--- src/rtl/usr_arb_ctrl.sv ---
// Two-requester round-robin arbiter that sequences an external 4-bit universal shift register.
// Optional macro USR_ARB_CTRL_ROTATE_EN: op 11 rotates right; otherwise op 11 acts as SHR with fill.
//
// state  | meaning
// IDLE   | no owner, waiting for a request
// LOAD   | parallel-load latched data into the shift register
// SHIFT  | N shift cycles per latched op/cnt
// DONE   | completion pulse to owner, result presented
module usr_arb_ctrl (
  input  logic       clk,
  input  logic       reset,
  input  logic       req0,
  input  logic       req1,
  input  logic [1:0] op0,
  input  logic [1:0] op1,
  input  logic [3:0] data0,
  input  logic [3:0] data1,
  input  logic [1:0] cnt0,
  input  logic [1:0] cnt1,
  input  logic       fill0,
  input  logic       fill1,
  output logic       grant0,
  output logic       grant1,
  output logic       done0,
  output logic       done1,
  output logic [3:0] result,
  output logic [1:0] usr_s,
  output logic [3:0] usr_in,
  output logic       usr_sir,
  output logic       usr_sil,
  input  logic [3:0] usr_out
);

  typedef enum logic [1:0] {ST_IDLE, ST_LOAD, ST_SHIFT, ST_DONE} state_t;

  state_t     state_q, state_d;
  logic       owner_q, owner_d;
  logic       last_q, last_d;
  logic [1:0] op_q, op_d;
  logic [1:0] cnt_q, cnt_d;
  logic [3:0] data_q, data_d;
  logic       fill_q, fill_d;
  logic       pick;

  // last_q holds the index served most recently; reset value 1 gives req0 priority
  always_comb begin
    if (req0 && req1) pick = ~last_q;
    else              pick = req1;
  end

  always_ff @(posedge clk or negedge reset) begin
    if (!reset) begin
      state_q <= ST_IDLE;
      owner_q <= 1'b0;
      last_q  <= 1'b1;
      op_q    <= 2'b00;
      cnt_q   <= 2'b00;
      data_q  <= 4'b0000;
      fill_q  <= 1'b0;
    end else begin
      state_q <= state_d;
      owner_q <= owner_d;
      last_q  <= last_d;
      op_q    <= op_d;
      cnt_q   <= cnt_d;
      data_q  <= data_d;
      fill_q  <= fill_d;
    end
  end

  always_comb begin
    state_d = state_q;
    owner_d = owner_q;
    last_d  = last_q;
    op_d    = op_q;
    cnt_d   = cnt_q;
    data_d  = data_q;
    fill_d  = fill_q;
    usr_s   = 2'b00;
    usr_in  = 4'b0000;
    usr_sir = 1'b0;
    usr_sil = 1'b0;
    result  = 4'b0000;
    case (state_q)
      ST_IDLE: begin
        if (req0 || req1) begin
          owner_d = pick;
          last_d  = pick;
          op_d    = pick ? op1   : op0;
          data_d  = pick ? data1 : data0;
          cnt_d   = pick ? cnt1  : cnt0;
          fill_d  = pick ? fill1 : fill0;
          state_d = ST_LOAD;
        end
      end
      ST_LOAD: begin
        usr_s   = 2'b11;
        usr_in  = data_q;
        state_d = (op_q == 2'b00) ? ST_DONE : ST_SHIFT;
      end
      ST_SHIFT: begin
        case (op_q)
          2'b10: begin
            usr_s   = 2'b10;
            usr_sil = fill_q;
          end
          2'b11: begin
            usr_s   = 2'b01;
`ifdef USR_ARB_CTRL_ROTATE_EN
            usr_sir = usr_out[0];
`else
            usr_sir = fill_q;
`endif
          end
          default: begin
            usr_s   = 2'b01;
            usr_sir = fill_q;
          end
        endcase
        // cnt_q counts remaining shifts minus one, so cnt+1 shift cycles occur
        if (cnt_q == 2'b00) state_d = ST_DONE;
        else                cnt_d   = cnt_q - 2'd1;
      end
      ST_DONE: begin
        result  = usr_out;
        state_d = ST_IDLE;
      end
      default: state_d = ST_IDLE;
    endcase
  end

  assign grant0 = (state_q != ST_IDLE) && !owner_q;
  assign grant1 = (state_q != ST_IDLE) &&  owner_q;
  assign done0  = (state_q == ST_DONE) && !owner_q;
  assign done1  = (state_q == ST_DONE) &&  owner_q;

endmodule

--- config.mk ---
export PLATFORM = sky130hd
export DESIGN_NAME = usr_arb_ctrl
export DESIGN_NICKNAME = d
export VERILOG_FILES = /design/src/rtl/usr_arb_ctrl.sv
export SDC_FILE = /design/constraint.sdc
export NUM_CORES = 1
export LEC_CHECK = 0
export CAP_MARGIN = 10
export CORE_MARGIN = 3
export CORE_UTILIZATION = 40
export CTS_BUF_LIST = sky130_fd_sc_hd__clkbuf_16
export CTS_CLUSTER_DIAMETER = 40
export DETAILED_ROUTE_END_ITERATION = 10
export PLACE_DENSITY = 0.79
export REMOVE_ABC_BUFFERS = 1
export SKIP_CTS_REPAIR_TIMING = 1
export SLEW_MARGIN = 30
export SYNTH_ARGS = -nofsm -noshare
export SYNTH_HDL_FRONTEND = slang
export SYNTH_SLANG_ARGS = --single-unit
--- constraint.sdc ---
create_clock -name clk -period 2.23 [get_ports clk]
set_clock_uncertainty 0.15 [all_clocks]
set_input_delay 0.3345 -clock clk [delete_from_list [all_inputs] [get_ports clk]]
set_output_delay 0.3345 -clock clk [all_outputs]
set_load 0.01 [all_outputs]
==> impl_metrics.csv <==
group,metric,value,unit
pwr,switchingPower,662.5,uW
global_route,grt_max_degree,16,
floorplan,initial_core_util,0.4313,
drt,vias_per_cell,5.168,
logic_synthesis,synth_cells,92,
critical_path,worst_path_largest_cell_delay,570,ps
drt,vias,863,
sta,setup_viol_count_final,0,
floorplan,die_area,2776,um^2
logic_synthesis,synthAdderAreaFrac,0.08608,
logic_synthesis,synthArstFlopShare,1.000,
logic_synthesis,synth_top_family_by_area,"simple AND/OR/NAND/NOR gates",
cts,htree_levels,1,
cts,clock_latency,240,ps
finish,drive_gt1_frac,0.1357,
critical_path,reg2reg_depth,6,
logic_synthesis,synthSimpleGateAreaFrac,0.2496,
floorplan,die_x,52.69,um
pwr,pwr-share-seq,0.248,
min_path,hp-class,"input port to asynchronous set/reset pin",
critical_path,slowest_stage,"clkdlybuf4s50_1",
logic_synthesis,synth_warnings,0,
cts,numCtsBuffers,3,
critical_path,r2r_start,"state_q[1]$_DFFE_PN0P_",
placed_design,gp_congestion,0.8109,
pwr,p_clk_frac,0.180,
pwr,cellPowerDensity,1268,nW/um^2
logic_synthesis,synth-compound-area-share,0.1420,
logic_synthesis,synth_ff_type,"dfrtp_1",
cts,cts_max_path_buffers,2,
critical_path,path_class,"flip-flop to primary output",
drt,drtIter0Drc,12,
placed_design,dp_slack,118.4,ps
pwr,ir_worst_vdd,0.8308,mV
global_route,antenna_found_initial,0,
floorplan,die_y,52.69,um
sta,final_hold_viol_count,0,
critical_path,path_cells,"inv_2, ha_4, nand2_1, nor2_1, clkdlybuf4s50_1",
critical_path,startpoint_type,"flip-flop",
sta,layout_setup_ws,28.38,ps
sta,slew_headroom,0.6027,
logic_synthesis,ys_types,28,
critical_path,crit_family,"buffers and inverters",
critical_path,endpoint,"usr_sir",
logic_synthesis,synthMuxAreaShare,0.1162,
drt,drc_errors,0,
critical_path,path_depth,5,
critical_path,startpoint,"state_q[0]$_DFFE_PN0P_",
critical_path,required,1750,ps
global_route,gr-total-overflow,0,
finish,n_antenna_cell,0,
cts,path_clk_slew,40,ps
drt,wl_per_cell,12.82,um
finish,layout_commonest_cell,"clkdlybuf4s50_1",
sta,fmax,454.2,MHz
sta,fin_crit_sh,0.9873,
critical_path,path_buf_inv,2,
sta,fin_crit,2202,ps
pwr,p_sw_frac,0.3593,
cts,cts.sinks,13,
pwr,comb_power_share,0.572,
drt,routed_wl,2.141,mm
logic_synthesis,synth_top_area_frac,0.3443,
floorplan,core,2022,um^2
drt,first_pass_iters,4,
global_route,grt.total_usage,0.1758,
logic_synthesis,synth_seq_cells,13,
sta,whs,323.1,ps
drt,ant_nets,0,
critical_path,r2r_slack,370,ps
logic_synthesis,synth_edf_count,0,
critical_path,path_max_fanout,9,
logic_synthesis,synth-xor-area-share,0,
global_route,grt_pass1_vias,877,
logic_synthesis,yosysSeqAreaShare,0.3745,
sta,tightest_slew,594.1,ps
floorplan,io_pins,42,
critical_path,reg2reg_to,"cnt_q[1]$_DFFE_PN0P_",
logic_synthesis,yosys.area.top_type,"dfrtp_1",
logic_synthesis,syn_area,872.1,um^2
pwr,p_leak,0.0006455,uW
sta,slew_viol_final,0,
cts,cts_tree,"built",
critical_path,crit_arrival,1720,ps
job,cap_violations,0,
floorplan,std_cell_rows,16,
finish,final_cell_mix,"clkdlybuf4s50_1, dfrtp_1, and2_1",
finish,syn_to_final_growth,66.71,%
placed_design,port_buffers,41,
cts,cts_root_buf,"clkbuf_16",
logic_synthesis,synth_area_per_cell,9.479,um^2
run_status,status,"complete, no violations",
placed_design,place.detailed.hpwl,1.717,mm
finish,layout.nets,173,
global_route,grt_pass1_wl,3.581,mm
pwr,p_int,1181,uW
critical_path,critPathCaptureType,"primary output",
logic_synthesis,synth.area.top_cells,"dfrtp_1, mux2i_1, ha_1",
[layout make-up]
| cell class | count | area, um^2 |
|---|---|---|
| clock buffers | 3 | 75.07 |
| repair buffers | 46 | 452.9 |
| flip-flops and latches | 13 | 327.8 |
| clock inverters | 1 | 3.754 |
| well taps | 27 | 33.78 |
| fillers | 159 | 568.0 |
| multi-input cells | 73 | 545.5 |
| inverters | 4 | 15.01 |
[per-stage QoR]
step | setup TNS (ps) | power, uW | utilization | std cells | area [um^2]
after floorplan | 0 | 1021 | - | 90 | 859.6
after CTS | -526.3 | 1803 | 0.6986 | 166 | 1413
final | 0 | 1844 | 0.7191 | 167 | 1454
after global routing | -4.940 | 2002 | 0.7191 | 167 | 1454
after detailed placement | 0 | 1461 | 0.6597 | 162 | 1334
after global placement | 0 | 1410 | 0.6597 | 162 | 1334
[worst register-to-register path, cell delays in order, from the launching register on]
cell and delay (ps):
dfrtp_2 410, inv_2 80, ha_2 190, buf_4 150, nor3b_4 170, or4b_1 490
o211ai_1 130
[power groups by stage]
| stage | logic [uW] | clock network [uW] | registers (uW) |
|---|---|---|---|
| 2_1_floorplan | 589 | 0 | 432 |
| 3_3_place_gp | 964 | 0 | 446 |
| 3_5_place_dp | 1000 | 0 | 456 |
| 4_1_cts | 1010 | 339 | 453 |
| 5_1_grt | 1180 | 346 | 477 |
| 6_report | 1050 | 333 | 457 |
[cells in the mapped netlist, types with 2 or more instances]
cell type / instances
a21oi_1: 3
and2_1: 10
dfrtp_1: 12
ha_1: 6
inv_1: 4
mux2i_1: 9
nand2_1: 8
nor2_1: 6
nor2b_1: 5
o211ai_1: 2
o21ai_0: 8
o31ai_1: 2
or4b_1: 2
[flip-flops by register name, summed over array words and instances (netlist names)]
signal,cells
cnt_q,2
last_q,1
owner_q,1
fill_q,1
state_q,2
op_q,2
data_q,4
[per-layer routing]
layer,routed length [um],track usage,share of wire
met5,0,0,0
met4,47,0.07660,0.022
met3,179,0.04274,0.084
met2,1074,0.3285,0.50
met1,840,0.1820,0.39
[worst min-delay path by stage]
stage | from | endpoint | slack, ps | cells after the start
final | reset | owner_q$_DFFE_PN0P_ | 320 | 1
after global routing | reset | owner_q$_DFFE_PN0P_ | 380 | 1
after CTS | data_q[3]$_DFFE_PN0P_ | data_q[3]$_DFFE_PN0P_ | 330 | 2
after detailed placement | data_q[3]$_DFFE_PN0P_ | data_q[3]$_DFFE_PN0P_ | 320 | 2
after global placement | data_q[3]$_DFFE_PN0P_ | data_q[3]$_DFFE_PN0P_ | 300 | 2
after floorplan | reset | cnt_q[0]$_DFFE_PN0P_ | -110 | 0
[cells by family after synthesis]
kind of cell,after synthesis
AND/OR/NAND/NOR,37
AO/OA/AOI/OAI,20
flip-flops,13
multiplexers,10
buffers and inverters,6
adder cells (fa/ha/maj),6
(Power assumes the default switching activity.)
